$ cat config.mk
export PLATFORM = sky130hd
export DESIGN_NAME = multicycle_ctrl
export DESIGN_NICKNAME = d
export VERILOG_FILES = /design/src/rtl/riscv_ctrl_pkg.sv /design/src/rtl/multicycle_ctrl_branch_cond.sv /design/src/rtl/multicycle_ctrl.sv
export SDC_FILE = /design/constraint.sdc
export NUM_CORES = 1
export LEC_CHECK = 0
export CORE_MARGIN = 10
export CORE_UTILIZATION = 46
export CTS_CLUSTER_SIZE = 12
export DETAILED_ROUTE_END_ITERATION = 10
export PLACE_DENSITY = 0.8
export SYNTH_ARGS = -nofsm -noshare
export SYNTH_HDL_FRONTEND = slang
export SYNTH_SLANG_ARGS = --single-unit
$ cat constraint.sdc
create_clock -name clk -period 2.9 [get_ports clk]
set_clock_uncertainty 0.15 [all_clocks]
set_input_delay 0.87 -clock clk [delete_from_list [all_inputs] [get_ports clk]]
set_output_delay 0.87 -clock clk [all_outputs]
set_load 0.02 [all_outputs]
$ cat src/rtl/riscv_ctrl_pkg.sv
// riscv_ctrl_pkg
// Shared types and encodings for the RV32I multi-cycle controller:
//   - controller state enum
//   - base opcode constants (IR[6:0])
//   - datapath select encodings (imm_src, alu_src_a/b, alu_op, result_src)
//   - imm_sel(): opcode -> immediate format
package riscv_ctrl_pkg;

    typedef enum logic [3:0] {
        S_FETCH,
        S_DECODE,
        S_MEMADR,
        S_MEMREAD,
        S_MEMWB,
        S_MEMWRITE,
        S_EXECR,
        S_EXECI,
        S_LUI,
        S_AUIPC,
        S_ALUWB,
        S_BRANCH,
        S_JAL,
        S_JALR,
        S_LINK,
        S_ERR
    } state_t;

    localparam logic [6:0] OP_LOAD   = 7'b0000011;
    localparam logic [6:0] OP_STORE  = 7'b0100011;
    localparam logic [6:0] OP_R      = 7'b0110011;
    localparam logic [6:0] OP_I      = 7'b0010011;
    localparam logic [6:0] OP_BRANCH = 7'b1100011;
    localparam logic [6:0] OP_JAL    = 7'b1101111;
    localparam logic [6:0] OP_JALR   = 7'b1100111;
    localparam logic [6:0] OP_LUI    = 7'b0110111;
    localparam logic [6:0] OP_AUIPC  = 7'b0010111;

    localparam logic [2:0] IMM_I = 3'd0;
    localparam logic [2:0] IMM_S = 3'd1;
    localparam logic [2:0] IMM_B = 3'd2;
    localparam logic [2:0] IMM_U = 3'd3;
    localparam logic [2:0] IMM_J = 3'd4;

    localparam logic [1:0] SRCA_PC    = 2'd0;
    localparam logic [1:0] SRCA_OLDPC = 2'd1;
    localparam logic [1:0] SRCA_RS1   = 2'd2;
    localparam logic [1:0] SRCA_ZERO  = 2'd3;

    localparam logic [1:0] SRCB_RS2  = 2'd0;
    localparam logic [1:0] SRCB_IMM  = 2'd1;
    localparam logic [1:0] SRCB_FOUR = 2'd2;

    localparam logic [1:0] ALU_ADD   = 2'd0;
    localparam logic [1:0] ALU_SUB   = 2'd1;
    localparam logic [1:0] ALU_FUNCT = 2'd2;

    localparam logic [1:0] RES_ALUOUT = 2'd0;
    localparam logic [1:0] RES_MEM    = 2'd1;
    localparam logic [1:0] RES_ALU    = 2'd2;

    // Immediate format for the instruction in IR; unknown opcodes fall
    // back to the I format (value is irrelevant for them).
    function automatic logic [2:0] imm_sel(input logic [6:0] op);
        case (op)
            OP_STORE:         imm_sel = IMM_S;
            OP_BRANCH:        imm_sel = IMM_B;
            OP_LUI, OP_AUIPC: imm_sel = IMM_U;
            OP_JAL:           imm_sel = IMM_J;
            default:          imm_sel = IMM_I;
        endcase
    endfunction

endpackage

$ cat src/rtl/multicycle_ctrl_branch_cond.sv
// branch_cond
// Combinational branch resolution from the ALU flags of rs1-rs2.
//   funct3   in  3  branch kind (IR[14:12])
//   zero     in  1  ALU result == 0
//   lt       in  1  signed rs1 < rs2
//   ltu      in  1  unsigned rs1 < rs2
//   taken    out 1  branch taken
// funct3 010/011 are not branch encodings and resolve as not taken.
module branch_cond (
    input  logic [2:0] funct3,
    input  logic       zero,
    input  logic       lt,
    input  logic       ltu,
    output logic       taken
);

    always_comb begin
        taken = 1'b0;
        case (funct3)
            3'b000:  taken = zero;
            3'b001:  taken = !zero;
            3'b100:  taken = lt;
            3'b101:  taken = !lt;
            3'b110:  taken = ltu;
            3'b111:  taken = !ltu;
            default: taken = 1'b0;
        endcase
    end

endmodule

$ cat src/rtl/multicycle_ctrl.sv
// multicycle_ctrl
// Sequencer for the shared RV32I multi-cycle datapath (PC, IR, regfile,
// ImmExt, ALU, one unified memory port). Decodes IR's opcode and drives
// every select/strobe per cycle, runs the mem_valid/mem_ready handshake
// and a wait timeout that parks the FSM in ERR with a sticky bus_err.
//
// Parameter:
//   MEM_WAIT_MAX  cycles mem_valid may wait for mem_ready; 0 = no timeout
// Ports:
//   clk, rst_n                 clock, async active-low reset
//   opcode, funct3, funct7_5   IR fields
//   zero, lt, ltu              ALU flags
//   mem_ready                  memory completes the access this cycle
//   mem_valid, mem_we, adr_src memory request, store, address select
//   ir_write, pc_write, reg_write  write strobes
//   imm_src, alu_src_a, alu_src_b, alu_op, result_src  datapath selects
//   bus_err                    sticky memory timeout
//   trap                       sticky illegal opcode
//
// Build option: ILLEGAL_TRAP_EN -- when defined an unknown opcode sends
// the FSM to ERR with trap set; otherwise it executes as a NOP and trap
// is tied low.
module multicycle_ctrl #(
    parameter int MEM_WAIT_MAX = 15
) (
    input  logic       clk,
    input  logic       rst_n,
    input  logic [6:0] opcode,
    input  logic [2:0] funct3,
    input  logic       funct7_5,
    input  logic       zero,
    input  logic       lt,
    input  logic       ltu,
    input  logic       mem_ready,
    output logic       mem_valid,
    output logic       mem_we,
    output logic       adr_src,
    output logic       ir_write,
    output logic       pc_write,
    output logic       reg_write,
    output logic [2:0] imm_src,
    output logic [1:0] alu_src_a,
    output logic [1:0] alu_src_b,
    output logic [1:0] alu_op,
    output logic [1:0] result_src,
    output logic       bus_err,
    output logic       trap
);
    import riscv_ctrl_pkg::*;

    // Counter only needs to hold 0..MEM_WAIT_MAX-1: the increment that
    // would reach the limit is the one that moves the FSM to ERR.
    localparam int CW = (MEM_WAIT_MAX > 1) ? $clog2(MEM_WAIT_MAX) : 1;
    localparam logic [CW-1:0] WAIT_LIMIT =
        CW'((MEM_WAIT_MAX > 0) ? MEM_WAIT_MAX - 1 : 0);

    state_t        state, state_next;
    logic [CW-1:0] wait_cnt;
    logic          bus_err_q;
    logic          wait_hit;
    logic          taken;

    logic       mem_valid_c, mem_we_c, adr_src_c;
    logic       ir_write_c, pc_write_c, reg_write_c;
    logic [2:0] imm_src_c;
    logic [1:0] alu_src_a_c, alu_src_b_c, alu_op_c, result_src_c;

`ifdef ILLEGAL_TRAP_EN
    logic illegal;
    logic trap_q;
`endif

    // funct7_5 is consumed by the datapath's ALU decoder (alu_op = 2);
    // the sequencer itself never needs it.
    logic ctrl_unused;
    assign ctrl_unused = funct7_5;

    branch_cond u_branch_cond (
        .funct3 (funct3),
        .zero   (zero),
        .lt     (lt),
        .ltu    (ltu),
        .taken  (taken)
    );

    always_ff @(posedge clk or negedge rst_n) begin
        if (!rst_n) state <= S_FETCH;
        else        state <= state_next;
    end

    always_comb begin
        state_next   = state;
        mem_valid_c  = 1'b0;
        mem_we_c     = 1'b0;
        adr_src_c    = 1'b0;
        ir_write_c   = 1'b0;
        pc_write_c   = 1'b0;
        reg_write_c  = 1'b0;
        imm_src_c    = imm_sel(opcode);
        alu_src_a_c  = SRCA_PC;
        alu_src_b_c  = SRCB_RS2;
        alu_op_c     = ALU_ADD;
        result_src_c = RES_ALUOUT;
`ifdef ILLEGAL_TRAP_EN
        illegal      = 1'b0;
`endif
        case (state)
            S_FETCH: begin
                // PC+4 goes straight from the ALU into PC on completion
                mem_valid_c  = 1'b1;
                alu_src_a_c  = SRCA_PC;
                alu_src_b_c  = SRCB_FOUR;
                result_src_c = RES_ALU;
                if (mem_ready) begin
                    ir_write_c = 1'b1;
                    pc_write_c = 1'b1;
                    state_next = S_DECODE;
                end
            end
            S_DECODE: begin
                // precompute the branch/JAL target into ALUOut
                alu_src_a_c = SRCA_OLDPC;
                alu_src_b_c = SRCB_IMM;
                case (opcode)
                    OP_LOAD, OP_STORE: state_next = S_MEMADR;
                    OP_R:              state_next = S_EXECR;
                    OP_I:              state_next = S_EXECI;
                    OP_BRANCH:         state_next = S_BRANCH;
                    OP_JAL:            state_next = S_JAL;
                    OP_JALR:           state_next = S_JALR;
                    OP_LUI:            state_next = S_LUI;
                    OP_AUIPC:          state_next = S_AUIPC;
                    default: begin
`ifdef ILLEGAL_TRAP_EN
                        illegal    = 1'b1;
                        state_next = S_ERR;
`else
                        state_next = S_FETCH;
`endif
                    end
                endcase
            end
            S_MEMADR: begin
                alu_src_a_c = SRCA_RS1;
                alu_src_b_c = SRCB_IMM;
                state_next  = (opcode == OP_STORE) ? S_MEMWRITE : S_MEMREAD;
            end
            S_MEMREAD: begin
                mem_valid_c = 1'b1;
                adr_src_c   = 1'b1;
                if (mem_ready) state_next = S_MEMWB;
            end
            S_MEMWB: begin
                result_src_c = RES_MEM;
                reg_write_c  = 1'b1;
                state_next   = S_FETCH;
            end
            S_MEMWRITE: begin
                mem_valid_c = 1'b1;
                mem_we_c    = 1'b1;
                adr_src_c   = 1'b1;
                if (mem_ready) state_next = S_FETCH;
            end
            S_EXECR: begin
                alu_src_a_c = SRCA_RS1;
                alu_src_b_c = SRCB_RS2;
                alu_op_c    = ALU_FUNCT;
                state_next  = S_ALUWB;
            end
            S_EXECI: begin
                alu_src_a_c = SRCA_RS1;
                alu_src_b_c = SRCB_IMM;
                alu_op_c    = ALU_FUNCT;
                state_next  = S_ALUWB;
            end
            S_LUI: begin
                alu_src_a_c = SRCA_ZERO;
                alu_src_b_c = SRCB_IMM;
                state_next  = S_ALUWB;
            end
            S_AUIPC: begin
                alu_src_a_c = SRCA_OLDPC;
                alu_src_b_c = SRCB_IMM;
                state_next  = S_ALUWB;
            end
            S_ALUWB: begin
                result_src_c = RES_ALUOUT;
                reg_write_c  = 1'b1;
                state_next   = S_FETCH;
            end
            S_BRANCH: begin
                // compare rs1-rs2 while ALUOut still holds the target
                alu_src_a_c  = SRCA_RS1;
                alu_src_b_c  = SRCB_RS2;
                alu_op_c     = ALU_SUB;
                result_src_c = RES_ALUOUT;
                pc_write_c   = taken;
                state_next   = S_FETCH;
            end
            S_JAL: begin
                // target from DECODE goes to PC; ALU forms the link value
                alu_src_a_c  = SRCA_OLDPC;
                alu_src_b_c  = SRCB_FOUR;
                result_src_c = RES_ALUOUT;
                pc_write_c   = 1'b1;
                state_next   = S_ALUWB;
            end
            S_JALR: begin
                alu_src_a_c  = SRCA_RS1;
                alu_src_b_c  = SRCB_IMM;
                result_src_c = RES_ALU;
                pc_write_c   = 1'b1;
                state_next   = S_LINK;
            end
            S_LINK: begin
                alu_src_a_c  = SRCA_OLDPC;
                alu_src_b_c  = SRCB_FOUR;
                result_src_c = RES_ALU;
                reg_write_c  = 1'b1;
                state_next   = S_FETCH;
            end
            S_ERR: begin
                imm_src_c  = 3'd0;
                state_next = S_ERR;
            end
            default: state_next = S_FETCH;
        endcase

        // Timeout only fires on a cycle without mem_ready, so a ready
        // arriving on the limit cycle completes the access instead.
        wait_hit = (MEM_WAIT_MAX != 0) && mem_valid_c && !mem_ready &&
                   (wait_cnt == WAIT_LIMIT);
        if (wait_hit) state_next = S_ERR;
    end

    always_ff @(posedge clk or negedge rst_n) begin
        if (!rst_n) begin
            wait_cnt  <= '0;
            bus_err_q <= 1'b0;
        end else begin
            if (state_next != state || mem_ready) wait_cnt <= '0;
            else if (mem_valid_c)                 wait_cnt <= wait_cnt + 1'b1;
            if (wait_hit) bus_err_q <= 1'b1;
        end
    end

`ifdef ILLEGAL_TRAP_EN
    always_ff @(posedge clk or negedge rst_n) begin
        if (!rst_n)       trap_q <= 1'b0;
        else if (illegal) trap_q <= 1'b1;
    end
    assign trap = trap_q;
`else
    assign trap = 1'b0;
`endif

    // Reset gates every output so an in-flight request drops at once.
    assign mem_valid  = rst_n & mem_valid_c;
    assign mem_we     = rst_n & mem_we_c;
    assign adr_src    = rst_n & adr_src_c;
    assign ir_write   = rst_n & ir_write_c;
    assign pc_write   = rst_n & pc_write_c;
    assign reg_write  = rst_n & reg_write_c;
    assign imm_src    = rst_n ? imm_src_c    : 3'd0;
    assign alu_src_a  = rst_n ? alu_src_a_c  : 2'd0;
    assign alu_src_b  = rst_n ? alu_src_b_c  : 2'd0;
    assign alu_op     = rst_n ? alu_op_c     : 2'd0;
    assign result_src = rst_n ? result_src_c : 2'd0;
    assign bus_err    = bus_err_q;

endmodule

# Yosys cells after proc, flatten, opt, wreduce, memory -nomap -nowiden
# Cells that the tools add are included.
# totals
in_bits,17
reg_bits,9
output_inout_bits,19
# classes
n_bitwise,6
n_mux,28
eq_ne,31
reduce_logical,24
n_addsub,1
# op_table
op,count
"equality test 4 bit, second input constant",9
one-hot mux 4 bit (9 select lines),1
one-hot mux 4 bit (8 select lines),1
2-to-1 mux 4 bit,6
"equality test 7 x 6 -> 1 bit, second input constant",3
"equality test 7 bit, second input constant",3
"equality test 4 x 3 -> 1 bit, second input constant",4
"equality test 7 x 5 -> 1 bit, second input constant",2
"equality test 3 bit, second input constant",4
one-hot mux 2 bit (2 select lines),3
one-hot mux 3 bit (4 select lines),1
OR reduction 3 bit,4
OR reduction 2 bit,5
OR reduction 5 bit,2
2-to-1 mux 3 bit,3
"equality test 4 x 2 -> 1 bit, second input constant",2
2-to-1 mux 2 bit,4
OR reduction 4 bit,2
"equality test 7 x 2 -> 1 bit, second input constant",1
AND 1 bit,6
2-to-1 mux 1 bit,6
one-hot mux 1 bit (6 select lines),1
one-hot mux 2 bit (3 select lines),1
OR reduction 6 bit,1
11 further kinds,15

# Depth between registers and ports, before layout
# Gate-level depths: netlist of run 1.
# logic_depth
ltp_word,9
depth_mapped,8

# Modules after synthesis
# Synthesis of run 1 repeated with hierarchy kept, for this count alone.
# unflattened
cells_unflattened,151
hier_area_um2,1142.3
# by_module_without_submodules
mod,cells_each,seq_area_each_um2,area_per_inst_um2,n_inst
multicycle_ctrl,146,225.2,1102.3,1
branch_cond,5,0.0,40.0,1

# Worst setup path after synthesis of run 1
# Ideal clock, no wire load.
# synth_timing
path_kind,input port to output port
startpoint,input opcode[4]
endpoint,output imm_src[0]
arrival_time_ps,1852
path_stages,3
path_buffers,0
setup_slack_ps,28
t_required_ps,1880
path_cell_list,nand2b_1 o21ai_0 nor4b_1
# synth_via
elab_chain_len,5
elab_cells_between_ends,9
cone_classes,eq/ne (5); mux (3); reduce/logical (1)
# synth_rtl
item,line_no,source
from (decl),multicycle_ctrl.sv:28,"input logic [6:0] opcode,"
equality test 7 x 5 -> 1 bit / equality test 7 x 6 -> 1 bit (equally long branches),riscv_ctrl_pkg.sv:64,case (op)
OR reduction 2 bit,riscv_ctrl_pkg.sv:64,
one-hot mux 3 bit (4 select lines) *,riscv_ctrl_pkg.sv:64,
2-to-1 mux 3 bit *,multicycle_ctrl.sv:107,case (state)
2-to-1 mux 3 bit *,multicycle_ctrl.sv:264,assign imm_src = rst_n ? imm_src_c : 3'd0;
to (decl),multicycle_ctrl.sv:41,"output logic [2:0] imm_src,"
# Every way passes the cells marked *; elsewhere a longest branch is shown, timed or not.

# Worst setup path after layout of run 1
# layout_timing
startpoint,input mem_ready
endpoint,output pc_write
# layout_via
elab_chain_len,3
# layout_rtl
item,line_no,source
from (decl),multicycle_ctrl.sv:34,"input logic mem_ready,"
2-to-1 mux 1 bit,multicycle_ctrl.sv:114,if (mem_ready) begin
one-hot mux 1 bit (3 select lines),multicycle_ctrl.sv:107,
AND 1 bit,multicycle_ctrl.sv:262,assign pc_write = rst_n & pc_write_c;
to (decl),multicycle_ctrl.sv:39,"output logic pc_write,"
# Every way passes these cells.

==> impl_summary.txt, run 1 <==
----------------------------------------------------
[Run status]
  Run status ... finished with violations
  Failing checks ... setup timing

[Critical path]
  Sort of element at the start of the critical path ... primary input
  Maximum fanout along the worst path ... 3
  Data arrival, critical path ... 1980 ps
  Worst endpoint required time ... 1880 ps
  Type of the worst setup path ... in -> out
  Element type at the critical path end ... output pin

[Route]
  Via density ... roughly 6.4
  DR vias ... 1669
  Wirelength per Cell ... 20.3 um
  Post-Route WL ... 5290 um
  Number of search-and-repair iterations in the first detailed-routing pass ... 5
  Number of nets still failing antenna checks after routing ... 0
  Number of DRC markers in iteration 0 ... 173
  Drt drc ... 0

[Logic synthesis]
  Most common cell in the netlist ... sky130_fd_sc_hd__a21oi_1
  Ys async rst share ... 1.00
  Commonest cells in the synthesized netlist ... sky130_fd_sc_hd__a21oi_1 (18), sky130_fd_sc_hd__nand2_1 (16), sky130_fd_sc_hd__nor2_1 (14)
  Synth warn ... 0
  Net Count, Synth ... 171
  Proportion of synthesized chip area in sequential cells ... 0.207
  Primary flip-flop cell chosen by synthesis mapping ... sky130_fd_sc_hd__dfrtp_1
  Number of synthesized register bits ... 9
  Number of distinct library cell variants in the gate-level netlist after synthesis ... 47
  Top area cells in the synthesized netlist ... sky130_fd_sc_hd__dfrtp_1 (21%), sky130_fd_sc_hd__a21oi_1 (8.3%), sky130_fd_sc_hd__nand2_1 (5.5%), sky130_fd_sc_hd__nor2_1 (4.8%), sky130_fd_sc_hd__o21ai_0 (4.6%)
  Cell Area, Synth ... 1090 sq um
  EDFF count, synth ... 0
  Cells after Synth ... 152
  Average cell area after synthesis ... 7.15 sq um
  Cell taking the most area after synthesis ... sky130_fd_sc_hd__dfrtp_1
  Area share of the leading cell type in the synthesized netlist ... 0.207

[Clock network]
  TritonCTS clock tree ... done
  TritonCTS Buffers ... 3
  Number of hold buffers added after cts ... 0
  Number of levels the H-tree was split into ... 1
  # clock sinks ... 9
  Clock Latency Late Sink ... roughly 260 ps
  Root buffer cell ... sky130_fd_sc_hd__clkbuf_4
  Maximum root-to-sink buffer count ... 2
  Worst-path clk slew ... 60 ps

[Global routing]
  Pin count of the biggest net entering global routing ... 14
  Number of antenna violations at the first check in global routing ... 0
  Global Route Usage Sum ... 0.193
  First-pass GRT wire length ... a little over 7000 um
  Vias in the first global route ... approximately 1500
  Grt total ovfl ... 0

[Placed design]
  Port Buffers ... 33
  Half-perimeter wire length after placement ... 3300 um
  Post-placement cell area ... 1710 sq um
  DP Cell Count ... 243
  Weighted congestion reported at the end of routability-driven placement ... about 0.93

[Finish]
  Total Nets Final ... 253
  Diodes inserted ... 0
  Fraction of final layout cells sized beyond drive strength 1 ... 0.412
  Final non-filler cell total ... 261
  Layout area overhead ... 72.7%
  Final instance area ... around 1900 sq um
  Core Util, Final ... 0.841
  Fillers ... 113

[Worst hold path]
  Path category of the worst min-delay check ... reg -> reg

[Pwr]
  Sum of internal, switching and leakage power ... 1250 uW
  Power spent charging and discharging nets ... 634 uW
  Fraction of power consumed by sequential logic ... 0.155
  Maximum ir drop on the vdd rail ... 0.665 mV
  Combinational cell fraction of total power ... 0.769
  Net switching fraction of the power ... 0.508
  Power density over cell area ... 664 nW/um^2
  Leak ... 0.000847 uW
  Part of the power in the clock network ... 0.077
  Internal Dissipation ... 614 uW

[Floorplanning]
  Width of the chip ... 68.6 um
  Vertical die dimension ... 68.6 um
  Initial standard-cell utilization of the core ... 0.487
  Std cell rows ... 17
  Die outline area ... roughly 4700 sq um
  I/O pin cnt ... 36
  Area of the placeable core ... between 2000 and 2500 sq um

[Flow run]
  Number of max-cap violations ... 0

[STA]
  Total count of hold-check failures in the final report ... 0
  Setup repair after global routing missed its margin ... true
  FMAX ... between 300 and 400 MHz
  Period Utilization, post-route ... 1.03
  Fin crit period ... 3000 ps
  Setup ws final ... -95.1 ps
  Final count of pins violating max slew ... 0
  Final setup TNS ... -180 ps
  Final setup violation count ... 2

----------------------------------------------------
==> placed cells by master, fill, tap and decap left out, types with 2 or more instances in the layout <==
cell and n:
sky130_fd_sc_hd__o21ai_0 8, sky130_fd_sc_hd__nor3_1 5, sky130_fd_sc_hd__clkbuf_2 4, sky130_fd_sc_hd__o21a_1 4, sky130_fd_sc_hd__nand2b_1 2, sky130_fd_sc_hd__nor2_1 13
sky130_fd_sc_hd__clkbuf_4 3, sky130_fd_sc_hd__a31oi_1 3, sky130_fd_sc_hd__buf_2 5, sky130_fd_sc_hd__xor2_1 4, sky130_fd_sc_hd__buf_4 55, sky130_fd_sc_hd__dlygate4sd2_1 7
sky130_fd_sc_hd__dfrtp_1 9, sky130_fd_sc_hd__buf_6 6, sky130_fd_sc_hd__nor4_1 4, sky130_fd_sc_hd__o211ai_1 3, sky130_fd_sc_hd__clkdlybuf4s15_1 4, sky130_fd_sc_hd__o2111a_1 2
sky130_fd_sc_hd__clkdlybuf4s15_2 5, sky130_fd_sc_hd__and3b_1 2, sky130_fd_sc_hd__or3_1 2, sky130_fd_sc_hd__xnor2_1 2, sky130_fd_sc_hd__nand3_1 3, sky130_fd_sc_hd__clkdlybuf4s50_1 2
sky130_fd_sc_hd__nand4_1 2, sky130_fd_sc_hd__nor3_2 2, sky130_fd_sc_hd__ha_1 2, sky130_fd_sc_hd__a21oi_1 17, sky130_fd_sc_hd__nand3b_1 2, sky130_fd_sc_hd__inv_1 5
sky130_fd_sc_hd__o21bai_1 2, sky130_fd_sc_hd__nand2_1 16
==> metal layers <==
metal,vias up,GRT usage,share of wire,wire length [um]
met1,774,0.222,0.37,1960
li1,730,-,-,-
met2,136,0.348,0.50,2640
met3,29,0.0193,0.088,464
met4,0,0.0879,0.043,229
met5,-,0,0,0
==> worst paths after layout <==
| check | start | to | slack (ps) | cells past startpoint |
|---|---|---|---|---|
| min in group asynchronous | rst_n | state[0]$_DFF_PN0_ | 460 | 2 |
| setup / recovery | mem_ready | pc_write | -100 | 5 |
| hold reg to reg | bus_err$_DFFE_PN0P_ | bus_err$_DFFE_PN0P_ | 370 | 1 |
| max in group asynchronous | rst_n | wait_cnt[3]$_DFFE_PN0P_ | 1970 | 2 |
| hold / removal | bus_err$_DFFE_PN0P_ | bus_err$_DFFE_PN0P_ | 370 | 1 |
| setup reg to reg | state[3]$_DFF_PN0_ | wait_cnt[1]$_DFFE_PN0P_ | 360 | 8 |
==> repair_timing <==
action / 4_1_cts / 5_1_grt
setup buffers: 8 / 6
setup endpoints to repair: 21 / 21
gates resized for setup: 92 / 25
pin swaps: 11 / 5
==> final cells by class <==
class | instances | area, sq um | area share
Inverter | 6 | 26.3 | 0.0140
Sequential cell | 9 | 225 | 0.120
Clock buffer | 4 | 26.3 | 0.0140
Timing Repair Buffer | 88 | 703 | 0.374
Multi-Input combinational cell | 126 | 862 | 0.459
Tap cell | 28 | 35.0 | 0.0187
==> critical path, stage by stage <==
cell and delay [ps]:
sky130_fd_sc_hd__clkdlybuf4s50_1 530, sky130_fd_sc_hd__nand2_1 90, sky130_fd_sc_hd__a21oi_1 190, sky130_fd_sc_hd__o21a_1 180
sky130_fd_sc_hd__buf_6 120
==> through the flow <==
step	setup slack (ps)	hold WS (ps)
6_report	-95.1	365
5_1_grt	-124	361
4_1_cts	-5.52	359
3_5_place_dp	-841	360
3_3_place_gp	-804	313
2_1_floorplan	27.7	421
==> power groups by stage <==
stage | sequential, uW | clock, uW | combinational, uW
after global placement | 188 | 0 | 871
after floorplan | 178 | 0 | 508
after detailed placement | 191 | 0 | 890
after CTS | 190 | 95.9 | 876
after global routing | 198 | 104 | 1030
final | 193 | 95.8 | 959
==> state kept, by name, summed over array words and instances (netlist names) <==
signal / flops
state: 4
wait_cnt: 4
bus_err: 1
==> cells by family (layout without fill, tap and decap cells) <==
logic type | Yosys count | count (layout) | synth area share
flops | 9 | 9 | 0.207
other cells | 1 | 1 | 0.00345
compound gates | 52 | 52 | 0.321
simple gates | 64 | 64 | 0.319
fa+ha+maj | 2 | 2 | 0.0230
buf+inv | 17 | 98 | 0.0690
xor+xnor | 6 | 6 | 0.0483
mux | 1 | 1 | 0.00921
Note: power is estimated with default switching activity, not from simulation.
==> run 2: changes to the inputs <==
--- a/config.mk
+++ b/config.mk
@@ -6,10 +6,10 @@
 export NUM_CORES = 1
 export LEC_CHECK = 0
 export CORE_MARGIN = 10
-export CORE_UTILIZATION = 46
+export CORE_UTILIZATION = 39
 export CTS_CLUSTER_SIZE = 12
 export DETAILED_ROUTE_END_ITERATION = 10
-export PLACE_DENSITY = 0.8
+export PLACE_DENSITY = 0.7
 export SYNTH_ARGS = -nofsm -noshare
 export SYNTH_HDL_FRONTEND = slang
 export SYNTH_SLANG_ARGS = --single-unit
==> run 2 against run 1 <==
Net effect:
- the flow still finishes with violations (setup timing)
- hold slack got worse by 24 ps
- via count decreased by 15%
- clock power about the same
- count of clock-buffer cells in the layout unchanged
==> impl_summary.txt, run 2 (same netlist as run 1, synthesis figures left out) <==
----------------------------------------------------
[Flow run]
  Number of max-cap violations ... 0

[Placed design]
  Half-perimeter wire length after placement ... between 3000 and 4000 um
  Weighted congestion reported at the end of routability-driven placement ... 0.882
  Port Buffers ... 33

[Clock network]
  Worst-path clk slew ... 60 ps
  TritonCTS clock tree ... done
  # clock sinks ... 9
  Number of levels the H-tree was split into ... 1
  Root buffer cell ... sky130_fd_sc_hd__clkbuf_4
  TritonCTS Buffers ... 3
  Clock Latency Late Sink ... approximately 270 ps
  Maximum root-to-sink buffer count ... 2

[STA]
  FMAX ... 343 MHz
  Final count of pins violating max slew ... 0
  Setup repair after global routing missed its margin ... true
  Total count of hold-check failures in the final report ... 0
  Final setup violation count ... 1
  Setup ws final ... -15.7 ps
  Final setup TNS ... -15.7 ps
  Period Utilization, post-route ... 1.01
  Fin crit period ... 2920 ps

[Route]
  DR vias ... 1423
  WL met1 ... 1650 um
  Via density ... 5.62
  Number of search-and-repair iterations in the first detailed-routing pass ... 4
  Drt drc ... 0
  Post-Route WL ... 3950 um
  Number of nets still failing antenna checks after routing ... 0
  Wirelength per Cell ... 15.6 um
  Number of DRC markers in iteration 0 ... 66
  Met2 layer wire length in the routed design ... between 2000 and 2500 um
  Top sig layer ... met4
  Met3 WL ... 200 um

[Critical path]
  Element type at the critical path end ... output pin
  Crit path largest cell delay ... ~480 ps
  Crit path buf inv count ... 2
  Data arrival, critical path ... 1900 ps
  Beginning of the critical path ... funct3[1]
  Reg-to-reg startpoint ... state[1]$_DFF_PN0_
  Maximum fanout along the worst path ... 2
  Worst endpoint required time ... 1880 ps
  Sequence of cells on the critical path ... clkdlybuf4s50_1, nor2_1, a31oi_1, nor2_1, o21a_1, buf_6
  Largest delay share family, worst path ... buffers and inverters
  CP dominant cell by count ... sky130_fd_sc_hd__nor2_1
  Slowest CP cell ... sky130_fd_sc_hd__clkdlybuf4s50_1
  Sort of element at the start of the critical path ... primary input
  Type of the worst setup path ... in -> out

[Floorplanning]
  Area of the placeable core ... between 2000 and 3000 sq um
  I/O pin cnt ... 36
  Width of the chip ... 72.8 um
  Initial standard-cell utilization of the core ... 0.401
  Die outline area ... about 5300 sq um
  Std cell rows ... 19
  Vertical die dimension ... 72.8 um

[Finish]
  Most frequent standard cell in the layout excluding fill and tap cells ... sky130_fd_sc_hd__buf_4
  Diodes inserted ... 0
  Fraction of final layout cells sized beyond drive strength 1 ... 0.374
  Layout area overhead ... 65.7%
  Total Nets Final ... 242
  Most frequent cells in the layout ... sky130_fd_sc_hd__buf_4 (42), sky130_fd_sc_hd__a21oi_1 (17), sky130_fd_sc_hd__nand2_1 (16)

[Pwr]
  Power spent charging and discharging nets ... 583 uW
  Fraction of power consumed by sequential logic ... 0.161
  Part of the power in the clock network ... 0.080
  Leak ... between 0.0007 and 0.0008 uW
  Net switching fraction of the power ... 0.491
  Power density over cell area ... 660 nW/um^2
  Internal Dissipation ... 605 uW
  Maximum ir drop on the vdd rail ... 0.683 mV
  Sum of internal, switching and leakage power ... 1190 uW
  Combinational cell fraction of total power ... 0.758

[Global routing]
  Pin count of the biggest net entering global routing ... 18
  First-pass GRT wire length ... 6310 um
  Number of antenna violations at the first check in global routing ... 0
  Grt total ovfl ... 0
  Global Route Usage Sum ... 0.142
  Vias in the first global route ... roughly 1400

[Worst hold path]
  Origin of the worst min-delay path ... bus_err$_DFFE_PN0P_
  Path category of the worst min-delay check ... reg -> reg

[Run status]
  Run status ... finished with violations
  Failing checks ... setup timing

----------------------------------------------------
==> run 2: power by group through the flow <==
stage / registers (uW) / logic [uW] / clock network (uW)
6_report: 192 / 901 / 95.6
2_1_floorplan: 178 / 508 / 0
5_1_grt: 196 / 986 / 107
3_3_place_gp: 192 / 827 / 0
4_1_cts: 190 / 827 / 99.1
3_5_place_dp: 193 / 839 / 0
==> run 2: worst paths after layout <==
kind | end | slack (ps) | cells after the start
worst max-delay path | pc_write | -20 | 6
worst min-delay path | bus_err$_DFFE_PN0P_ | 340 | 1
worst max register to register | wait_cnt[2]$_DFFE_PN0P_ | 420 | 9
worst min register to register | bus_err$_DFFE_PN0P_ | 340 | 1
max in group asynchronous | wait_cnt[2]$_DFFE_PN0P_ | 1970 | 2
min in group asynchronous | wait_cnt[0]$_DFFE_PN0P_ | 490 | 2
==> run 2: layout make-up <==
type / count / area (sq um)
fill: 246 / 908
inverter: 6 / 26.3
timing repair buffer: 77 / 624
clock buffer: 4 / 26.3
multi-input combinational: 126 / 861
sequential: 9 / 225
tap: 31 / 38.8
==> run 2: metal layers <==
metal	vias to the layer above	track usage
li1	707	-
met1	665	0.170
met2	46	0.244
met3	5	0.0259
met4	0	0.0485
met5	-	0
==> run 2: timing repair <==
| item | in CTS | in global routing |
|---|---|---|
| pin swaps | 11 | 6 |
| endpoints found under the hold margin | 0 | 0 |
| setup endpoints to repair | 21 | 19 |
| gates cloned | 0 | 0 |
| gates resized for setup | 99 | 20 |
| setup buffers | 2 | 6 |
| hold buffers | 0 | 0 |
==> run 2: through the flow <==
step / instances / worst slack (ps) / utilization / area [sq um] / hold slack, ps
floorplan: 152 / 27.7 / - / 1090 / 421
global placement: 241 / -793 / 0.618 / 1670 / 308
detailed placement: 241 / -903 / 0.618 / 1670 / 325
CTS: 247 / -41.5 / 0.639 / 1730 / 343
global route: 253 / -119 / 0.665 / 1800 / 362
finish: 253 / -15.7 / 0.665 / 1800 / 341
